$ cat config.mk
export PLATFORM = sky130hd
export DESIGN_NAME = seq_multiplier16
export DESIGN_NICKNAME = d
export VERILOG_FILES = /design/src/rtl/mul_pkg.sv /design/src/rtl/seq_multiplier16_booth_step.sv /design/src/rtl/seq_multiplier16.sv
export SDC_FILE = /design/constraint.sdc
export NUM_CORES = 1
export LEC_CHECK = 0
export CORE_MARGIN = 2
export CORE_UTILIZATION = 35
export CTS_BUF_LIST = sky130_fd_sc_hd__clkbuf_8 sky130_fd_sc_hd__clkbuf_16
export DETAILED_ROUTE_END_ITERATION = 8
export HOLD_SLACK_MARGIN = 0.15
export PLACE_DENSITY = 0.6
export SETUP_SLACK_MARGIN = 0.5
export SYNTH_ARGS = -nofsm -noshare
export SYNTH_HDL_FRONTEND = slang
export SYNTH_SLANG_ARGS = --single-unit
$ cat constraint.sdc
create_clock -name C -period 9.3 [get_ports C]
set_input_delay 1.86 -clock C [delete_from_list [all_inputs] [get_ports C]]
set_output_delay 1.86 -clock C [all_outputs]
set_load 0.02 [all_outputs]
$ cat src/rtl/mul_pkg.sv
// Shared constants for the sequential Booth multiply-accumulate unit.
package mul_pkg;

  // Default operand width; A, B and Z are this wide, P is twice this wide.
  localparam int unsigned MUL_W = 16;

  // Iteration counter width: must represent 0..W.
  localparam int unsigned MUL_CNT_W = $clog2(MUL_W + 1);

  // FSM state encodings.
  localparam logic [1:0] ST_IDLE = 2'd0;
  localparam logic [1:0] ST_RUN  = 2'd1;
  localparam logic [1:0] ST_ACC  = 2'd2;
  localparam logic [1:0] ST_DONE = 2'd3;

endpackage

$ cat src/rtl/seq_multiplier16_booth_step.sv
// One radix-2 Booth iteration: conditional add/subtract of the multiplicand
// followed by an arithmetic right shift of {acc, mult, q(-1)}.
module booth_step #(
  parameter int unsigned W = 16
) (
  input  logic [W:0]   acc_i,
  input  logic [W-1:0] mult_i,
  input  logic         qm1_i,
  input  logic [W:0]   m_i,
  output logic [W:0]   acc_o,
  output logic [W-1:0] mult_o,
  output logic         qm1_o
);

  logic [W:0] sum;

  // Booth recode on {q0, q(-1)}, then shift the combined register right by one.
  always_comb begin
    sum = acc_i;
    case ({mult_i[0], qm1_i})
      2'b10:   sum = acc_i - m_i;
      2'b01:   sum = acc_i + m_i;
      default: sum = acc_i;
    endcase
    acc_o  = {sum[W], sum[W:1]};
    mult_o = {sum[0], mult_i[W-1:1]};
    qm1_o  = mult_i[0];
  end

endmodule

$ cat src/rtl/seq_multiplier16.sv
// Sequential signed multiply-accumulate P = A*B + Z using radix-2 Booth,
// one multiplier bit per clock, with a start/finish handshake.
module seq_multiplier16
  import mul_pkg::*;
#(
  parameter int unsigned W = MUL_W
) (
  input  logic           C,
  input  logic           RST,
  input  logic           S,
  input  logic [W-1:0]   A,
  input  logic [W-1:0]   B,
  input  logic [W-1:0]   Z,
  output logic [2*W-1:0] P,
  output logic           F,
  output logic           BSY
);

  localparam int unsigned CW = $clog2(W + 1);

  logic [1:0]     state_q, state_d;
  logic [W:0]     m_q, m_d;
  logic [W:0]     acc_q, acc_d;
  logic [W-1:0]   mult_q, mult_d;
  logic [W-1:0]   z_q, z_d;
  logic           qm1_q, qm1_d;
  logic [CW-1:0]  cnt_q, cnt_d;
  logic [2*W-1:0] p_q, p_d;
  logic           f_q, f_d;
  logic           bsy_q, bsy_d;

  logic [W:0]     step_acc;
  logic [W-1:0]   step_mult;
  logic           step_qm1;

  booth_step #(.W(W)) u_step (
    .acc_i  (acc_q),
    .mult_i (mult_q),
    .qm1_i  (qm1_q),
    .m_i    (m_q),
    .acc_o  (step_acc),
    .mult_o (step_mult),
    .qm1_o  (step_qm1)
  );

  // Next-state logic: FSM sequencing, operand capture, iteration and final add.
  always_comb begin
    state_d = state_q;
    m_d     = m_q;
    acc_d   = acc_q;
    mult_d  = mult_q;
    z_d     = z_q;
    qm1_d   = qm1_q;
    cnt_d   = cnt_q;
    p_d     = p_q;
    f_d     = f_q;
    bsy_d   = bsy_q;
    case (state_q)
      ST_IDLE: begin
        if (S) begin
          m_d     = {A[W-1], A};
          mult_d  = B;
          z_d     = Z;
          acc_d   = '0;
          qm1_d   = 1'b0;
          cnt_d   = '0;
          bsy_d   = 1'b1;
          f_d     = 1'b0;
          state_d = ST_RUN;
        end
      end
      ST_RUN: begin
        acc_d  = step_acc;
        mult_d = step_mult;
        qm1_d  = step_qm1;
        cnt_d  = cnt_q + CW'(1);
        if (cnt_q == CW'(W - 1)) state_d = ST_ACC;
      end
      ST_ACC: begin
        // Product lives in the low 2W bits of {acc, mult}; acc's extra guard bit is dropped.
        p_d     = {acc_q[W-1:0], mult_q} + {{W{z_q[W-1]}}, z_q};
        f_d     = 1'b1;
        bsy_d   = 1'b0;
        state_d = ST_DONE;
      end
      ST_DONE: begin
        if (!S) begin
          f_d     = 1'b0;
          state_d = ST_IDLE;
        end
      end
      default: state_d = ST_IDLE;
    endcase
  end

  // State registers with asynchronous active-high reset.
  always_ff @(posedge C or posedge RST) begin
    if (RST) begin
      state_q <= ST_IDLE;
      m_q     <= '0;
      acc_q   <= '0;
      mult_q  <= '0;
      z_q     <= '0;
      qm1_q   <= 1'b0;
      cnt_q   <= '0;
      p_q     <= '0;
      f_q     <= 1'b0;
      bsy_q   <= 1'b0;
    end else begin
      state_q <= state_d;
      m_q     <= m_d;
      acc_q   <= acc_d;
      mult_q  <= mult_d;
      z_q     <= z_d;
      qm1_q   <= qm1_d;
      cnt_q   <= cnt_d;
      p_q     <= p_d;
      f_q     <= f_d;
      bsy_q   <= bsy_d;
    end
  end

  assign P   = p_q;
  assign F   = f_q;
  assign BSY = bsy_q;

endmodule
==> impl_summary.md, run 1 <==
Layout
The filler cells instantiated in the layout total slightly above 2000. Cells with a size suffix above 1 make up 11.3% of the layout. The antenna diode instance count is 0.

The net count reported at finish is 944. With fillers left out, the area of the finished cells amounts to about 0.0086 sq mm. From synthesis to final layout, the design area changed by 19.3%. The library cells used most frequently in the layout, excluding fill and tap cells, are sky130_fd_sc_hd__dfrtp_1 (106), sky130_fd_sc_hd__clkdlybuf4s50_1 (84), sky130_fd_sc_hd__nand2_1 (70). The finished layout holds 1110 standard cells, fillers aside. The library cell used most frequently in the layout, excluding fill and tap cells, is sky130_fd_sc_hd__dfrtp_1. The fraction of the core area covered by cells at the end of the flow is 42.6%.

Die
Once the floorplan was initialized, standard cells occupied 35.7% of the core. The number of core rows is 52. For this design the top-level I/O count stands at 85. The overall die area is 0.0219 sq mm.

From left edge to right edge, the die measures 148 microns. The y dimension of the die is 148 microns. The placeable core region is 0.0203 sq mm.

Synth
Summing the areas of all xor and xnor instances in the mapped netlist gives 4.83% of the synthesized area. The synthesized netlist cell count is 771. For this run, the number of Yosys warnings is 0. The top cell type by area accounts for 36.6% of the synthesized area. After synthesis, the cell types taking the most area are sky130_fd_sc_hd__dfrtp_1 (37%), sky130_fd_sc_hd__ha_1 (9.5%), sky130_fd_sc_hd__mux2_2 (8.1%). The library cell occupying the most area in the post-synthesis netlist is sky130_fd_sc_hd__dfrtp_1. Summing every instance area after synthesis gives 0.00725 sq mm. The post-synthesis sequential element count is between 100 and 150. After synthesis, the share of cell area in mux cells is 11.1%.

Summing the areas of all fa, ha and maj instances in the mapped netlist gives between 10% and 20% of the synthesized area. The dominant synthesized flop cell is sky130_fd_sc_hd__dfrtp_1. By area, the combinational part of the netlist is dominated by compound AO/OA/AOI/OAI gates. The count of flip-flops with a built-in enable after synthesis is 0. The synthesized netlist net count is 879.

The synthesized-area fraction occupied by and/or/nand/nor cells is between 10 and 15%. The average cell area after synthesis is 9.40 sq um. The fraction of registers with async set/reset is 100%. The complex-gate fraction of the synthesized area is 20.0%. The share of the yosys chip area belonging to registers is roughly 37%.

The number of distinct library cell variants in the gate-level netlist after synthesis is 73.

Global route
The first global-routing pass estimated 28300 microns of wire. The maximum number of pins on one net before global-route repair is 65. The via count of the first global-routing pass is around 5500. The number of antenna violations at the first check in global routing was 0. The total grt overflow is 0. The overall fraction of global-route tracks in use is between 10% and 20%.

Detailed routing
The first detailed-routing pass ran for 5 iterations. After detailed routing, the number of vias per cell comes to between 5 and 6. Once detail routing completed, the nets flagged for antenna violations numbered 0.

The routed layout has 5811 vias. The total wire length after detailed routing is 16900 microns. For this block, the initial DRC count from the detailed router was approximately 350. The average wire per standard cell is 15.2 microns. In the routed design, unresolved DRC markers number 0.

STA
The fmax is around 270 MHz. The count of endpoints failing hold in the final timing report is 0. The post-route worst hold slack is 479 ps. The final count of pins violating max slew came to 0. The transition time at the pin with the least slew margin is approximately 790 ps. Of the available clock period, the critical path in the final layout requires between 30% and 40%. The final count of negative-setup-slack endpoints is 0.

The routed design could run at a clock period as short as 3660 ps. The worst setup skew after layout is 7.18 ps. Summed over all failing endpoints, the final setup total negative slack is 0 ps. Setup repair after global routing left no endpoint under its margin. The worst pin sits at a relative slew slack of 47.2%.

Clocking
After clock tree synthesis, the repair step resized 0 gates. The CTS clock-pin slew for the worst setup and hold paths is 70 ps. The TritonCTS clock tree is built.

The clock reaches the later pin of the worst-skew pair after 360 ps. The buffer count from post-CTS setup fixing is 0. The clock passes through at most 2 buffers.

Buffers inserted during clock tree synthesis total 9. The clock net in this run drives a total of 106 sinks. The cell sitting at the root of the clock tree is a sky130_fd_sc_hd__clkbuf_16. The number of buffers inserted for hold repair after clock tree synthesis is 0.

The H-tree was split into 3 levels.

Setup path
Walking the worst path, the cells encountered are clkdlybuf4s50_1, nand2b_1, nand3_1, or4_1, nand3_1. The critical path's top delay family is simple AND/OR/NAND/NOR gates. STA classifies the critical path endpoint as a flop. The most repeated library cell on the critical path is sky130_fd_sc_hd__nand3_1.

The type of element launching the critical path is an input pin. Along the worst path, the maximum fanout reaches 13. Counting both buffers and inverters, the worst setup path holds a total of 1.

The setup path with the least slack is of type input pin to flop. Data arrives at the worst endpoint at 3960 ps. For this design, the slowest cell found on the critical path is sky130_fd_sc_hd__clkdlybuf4s50_1. The required arrival time at the worst endpoint is 9590 ps. In this design, the stage delay of the slowest critical-path cell is 690 ps.

Placement
The count of input and output buffers is between 80 and 90. In this run, placement finished with an instance count of 1095. The post-place instance area is ~0.0084 sq mm.

The congestion estimate from routability-driven global placement came to 0.824. After legalization and detailed placement, the total HPWL measured about 13000 microns.

Power
Power spread over the standard cell area amounts to around 430 mW/mm^2. The analysis attributes to cell leakage a power of 3.59 nW. The worst vdd rail ir drop is around 0.15 mV.

Hold path
The worst hold path belongs to the class flop to flop.

Job
The tool flagged a number of max-cap violations equal to 0.

Run status
The run finished with clean final reports.
==> metrics by stage <==
step                      total power, mW  setup slack (ps)
after floorplan                      2.68              4650
after global placement               3.29              5280
after detailed placement             3.30              5260
after CTS                            3.71              5640
after global routing                 4.05              5370
final                                3.69              5640
==> worst min-delay path, stage by stage (launching register included) <==
cell and delay, ps:
sky130_fd_sc_hd__dfrtp_1 340, sky130_fd_sc_hd__nand2_1 40, sky130_fd_sc_hd__o21ai_0 60
==> Yosys cell counts, types with 3 or more instances <==
master,number
sky130_fd_sc_hd__nor3_1,15
sky130_fd_sc_hd__and3_1,7
sky130_fd_sc_hd__xor2_1,22
sky130_fd_sc_hd__nand3b_1,6
sky130_fd_sc_hd__a31oi_1,4
sky130_fd_sc_hd__ha_1,55
sky130_fd_sc_hd__nor2_1,50
sky130_fd_sc_hd__nor3b_1,5
sky130_fd_sc_hd__a211oi_1,9
sky130_fd_sc_hd__nor2b_1,5
sky130_fd_sc_hd__o21bai_1,4
sky130_fd_sc_hd__nand4_1,13
sky130_fd_sc_hd__o21a_1,9
sky130_fd_sc_hd__buf_1,5
sky130_fd_sc_hd__dfrtp_1,106
sky130_fd_sc_hd__nand3_1,17
sky130_fd_sc_hd__a221oi_1,4
sky130_fd_sc_hd__clkbuf_1,30
sky130_fd_sc_hd__o221ai_1,4
sky130_fd_sc_hd__nand2_1,70
sky130_fd_sc_hd__o211ai_1,5
sky130_fd_sc_hd__and2_1,3
sky130_fd_sc_hd__a21oi_1,62
sky130_fd_sc_hd__o21ai_0,59
sky130_fd_sc_hd__nand2b_1,8
sky130_fd_sc_hd__mux2i_1,22
sky130_fd_sc_hd__a22oi_1,6
sky130_fd_sc_hd__o31ai_1,8
sky130_fd_sc_hd__o2111ai_1,3
sky130_fd_sc_hd__inv_1,24
sky130_fd_sc_hd__xnor2_1,18
sky130_fd_sc_hd__mux2_2,52
sky130_fd_sc_hd__a21o_1,10
==> registers in the layout (all words and copies together) (netlist names) <==
register / flops
z_q: 16
mult_q: 16
acc_q: 16
m_q: 16
F: 1
state_q: 2
cnt_q: 5
qm1_q: 1
P: 32
BSY: 1
==> worst paths after layout <==
| path | slack [ps] | depth (start not counted) | end | startpoint |
|---|---|---|---|---|
| max reg2reg | 5690 | 13 | acc_q[15] | m_q[2] |
| min | 480 | 2 | cnt_q[4] | cnt_q[4] |
| min reg2reg | 480 | 2 | cnt_q[4] | cnt_q[4] |
| min in group asynchronous | 2000 | 2 | P[4] | RST |
| max | 5640 | 5 | acc_q[11] | S |
| max in group asynchronous | 6240 | 3 | P[25] | RST |
==> where the power goes <==
group	internal [mW]	switching [mW]
clock network	0.214	0.174
registers	0.688	0.203
logic	1.07	1.34
==> metal layers <==
metal | wire, microns | part of all wire (%) | up-vias | global-route usage, %
met3 | 514 | 3.0 | 17 | 3.30
met4 | 192 | 1.1 | 0 | 3.14
met2 | 7560 | 45 | 90 | 24.3
met1 | 8630 | 51 | 2731 | 23.6
met5 | 0 | 0 | - | 0
li1 | - | - | 2973 | -
==> cell families after synthesis <==
logic type               Yosys count
XOR/XNOR                          40
multiplexers                      74
buffers and inverters             60
flip-flops                       106
adder cells (fa/ha/maj)           57
AO/OA/AOI/OAI                    221
AND/OR/NAND/NOR                  213
==> area by class of cell <==
type	count	area (sq um)	area share (%)
inverter	25	96.3	1.11
clock buffer	10	239	2.76
multi-input combinational	605	4390	50.7
clock inverter	5	55.1	0.637
tap	270	338	3.91
sequential	106	2650	30.7
timing repair buffer	89	878	10.2
Note: power is estimated with default switching activity, not from simulation.
==> run 2, diff against run 1 <==
==> constraint.sdc (replaced) <==
create_clock -name C -period 3.8 [get_ports C]
set_input_delay 0.76 -clock C [delete_from_list [all_inputs] [get_ports C]]
set_output_delay 0.76 -clock C [all_outputs]
set_load 0.02 [all_outputs]
==> run 2 against run 1 <==
  * Final cell count grew 0.81%
  * Count of clock-buffer cells in the layout unchanged
  * Combinational power grew to 2.5 times the previous value
  * Sequential power grew 140%
  * Wire length is 0.12% lower
  * Critical path type is now flop to flop
==> impl_summary.md, run 2 (same netlist as run 1, synthesis figures left out) <==
Run status
The flow ran to the end, and the final reports show no timing, DRC or antenna violations.

STA
The clock period could shrink to 3170 ps. Setup repair after global routing could not meet its margin everywhere. Derived from the worst setup path, the maximum achievable clock frequency is ~320 MHz. Hold timing on the final database bottoms out at a slack of a little under 500 ps.

The transition time at the pin with the least slew margin is 712 ps. The worst slew margin relative to its limit is 52.6%. The final count of pins violating max slew was 0. The worst setup skew after layout is 11.1 ps. The setup total negative slack is 0 ps. The count of endpoints failing hold in the final timing report came to 0. In the finished design, the share of the clock period the worst path needs comes to 83.5%. The final count of negative-setup-slack endpoints is 0. Across all setup checks in the final design, the least slack found is 627 ps.

Layout
Cells fill 43.3% of the core in the end. In the final design database the tool counted 952 nets. The most frequent standard cell in the layout excluding fill and tap cells is sky130_fd_sc_hd__dfrtp_1. From synthesis to final layout, the design area changed by 21.3%. Leaving out fill and tap cells, the most frequent cells in the layout are sky130_fd_sc_hd__dfrtp_1 (106), sky130_fd_sc_hd__clkdlybuf4s50_1 (84), sky130_fd_sc_hd__nand2_1 (70). The finished layout holds about 1100 standard cells, fillers aside. Summing all non-filler instances in the final layout gives an area of 0.00879 sq mm. The fraction of layout instances using a drive strength above 1 is roughly an eighth. 0 antenna diodes ended up in the layout. The register with the most flip-flops in the layout has 32 of them.

Die
The effective utilization at floorplan is 35.7%. The count of pins on the block boundary is 85. The core region is 0.0203 sq mm.

The y dimension of the die is 148 microns. The horizontal die dimension is 148 microns. The number of core rows is 52. The floorplan step defined a die boundary enclosing 0.0219 sq mm.

Setup path
The required arrival time at the worst endpoint is 4040 ps. The classification of the worst setup path is flop to flop. In this run the critical register-to-register path is captured at acc_q[15]. The critical path goes through or3_4, nor4b_4, and2_4, nor2_1, xor2_1, ha_4, a21o_1, a21o_1, a21oi_4, nand2_1, o211ai_1, nand3_1, a32o_1. The timing endpoint of the critical path is acc_q[15]. The most repeated library cell on the critical path is sky130_fd_sc_hd__a21o_1.

Together, buffers and inverters on the worst path number 0. The worst register-to-register path begins at m_q[4]. The cell with the largest stage delay on the worst path is sky130_fd_sc_hd__or3_4.

STA classifies the critical path startpoint as a flop. The worst setup path is captured at a flop. The largest fanout on the critical path is 5. The worst path arrival time is 3420 ps. The length in cells of the worst reg-to-reg path is 13. The internal reg-to-reg setup slack is ~630 ps. The critical path crosses 13 cells after its start point.

The start point of the critical path is m_q[4]. The critical path's top delay family is simple AND/OR/NAND/NOR gates. The stage delay of the slowest cell on the critical path is ~430 ps.

Power
The worst vdd rail ir drop is 0.446 mV. Summed over all cells, the static leakage comes to 3.65 nW. The power per standard cell area is 1040 mW/mm^2. The post-layout total power is 9.19 mW.

Clocking
The TritonCTS clock tree is built. The latest clock arrival within the worst-skew pair is 360 ps. The number of buffers between clock root and the deepest sink is 2. The number of buffers inserted for hold repair after clock tree synthesis is 0. CTS built an H-tree with a depth of 3. The TritonCTS buffer count is 9.

The count of clock tree sinks is between 100 and 150. The clock root buffer master is sky130_fd_sc_hd__clkbuf_16. Clock-pin slew was measured on the worst setup and hold paths at 70 ps.

Job
The tool flagged a number of max-cap violations equal to 0.

Hold path
The worst min-delay path class is flop to flop.

Placement
The count of buffers added on input and output ports is 84. The routability congestion estimate from global placement is approximately 0.91. The count of placed standard cells including taps is 1100.

The post-place instance area is 0.00840 sq mm. Once detailed placement completed, the half-perimeter wirelength came to 12800 microns. OpenSTA, run right after detailed placement, puts the worst setup slack at 428 ps.

Detailed routing
In the routed layout, each cell is associated on average with a via count of 5.27. The detailed-router iteration count before antenna repair is 4. The final layout contains routed wiring with a total length of 16900 microns.

After detailed routing, the number of remaining DRC violations is 0. In the final routed layout, each cell accounts on average for about 15 microns. The DRC violation total after the first TritonRoute iteration is 290. The detailed router placed 5900 vias in this run. The number of antenna-violating nets in the routed design is 0.

Global route
The via count of the first global-routing pass came to 5667. Entering global routing, the biggest net connects 107 pins. The number of antenna violations at the first check in global routing was 0. The overall fraction of global-route tracks in use is between 15 and 20%. The first global-routing pass estimated 28400 microns of wire. The total grt overflow is 0.
run 2: worst min path at each step:
stage | startpoint | end | depth (start not counted)
6_report | cnt_q[4] | cnt_q[4] | 2
3_5_place_dp | cnt_q[4] | cnt_q[4] | 2
2_1_floorplan | cnt_q[4] | cnt_q[4] | 2
3_3_place_gp | cnt_q[4] | cnt_q[4] | 2
5_1_grt | P[23] | P[23] | 1
4_1_cts | cnt_q[4] | cnt_q[4] | 2
run 2: where the power goes:
part / switching [mW] / total [mW] / leakage (nW) / internal [mW]
sequential: 0.501 / 2.18 / 1.30 / 1.68
combinational: 3.33 / 6.03 / 2.20 / 2.70
clock: 0.436 / 0.967 / 0.151 / 0.531
run 2: what timing repair did:
item                                    CTS  global route
endpoints found under the setup margin    1             5
pin swaps                                 0             5
gates cloned                              0             0
endpoints found under the hold margin     0             0
gates resized for setup                   2            11
buffers inserted                          0             3
run 2: metal layers:
| layer | up-vias | wire length [microns] | track usage [%] |
|---|---|---|---|
| met5 | - | 0 | 0 |
| met4 | 0 | 148 | 3.19 |
| met3 | 10 | 515 | 2.90 |
| met2 | 97 | 7600 | 24.9 |
| met1 | 2814 | 8610 | 23.2 |
| li1 | 2979 | - | - |
run 2: worst reg2reg max path, cell delays in order (launching register included):
cell,delay [ps]
sky130_fd_sc_hd__dfrtp_1,400
sky130_fd_sc_hd__or3_4,440
sky130_fd_sc_hd__nor4b_4,250
sky130_fd_sc_hd__and2_4,180
sky130_fd_sc_hd__nor2_1,40
sky130_fd_sc_hd__xor2_1,270
sky130_fd_sc_hd__ha_4,270
sky130_fd_sc_hd__a21o_1,180
sky130_fd_sc_hd__a21o_1,200
sky130_fd_sc_hd__a21oi_4,190
sky130_fd_sc_hd__nand2_1,70
sky130_fd_sc_hd__o211ai_1,220
sky130_fd_sc_hd__nand3_1,100
sky130_fd_sc_hd__a32o_1,260
run 2: area by class of cell:
class | count | area [sq um]
clock buffer | 10 | 239
clock inverter | 6 | 63.8
fill | 1990 | 11500
inverter | 25 | 97.6
multi-input combinational | 605 | 4450
sequential | 106 | 2650
tap | 270 | 338
timing repair buffer | 97 | 951
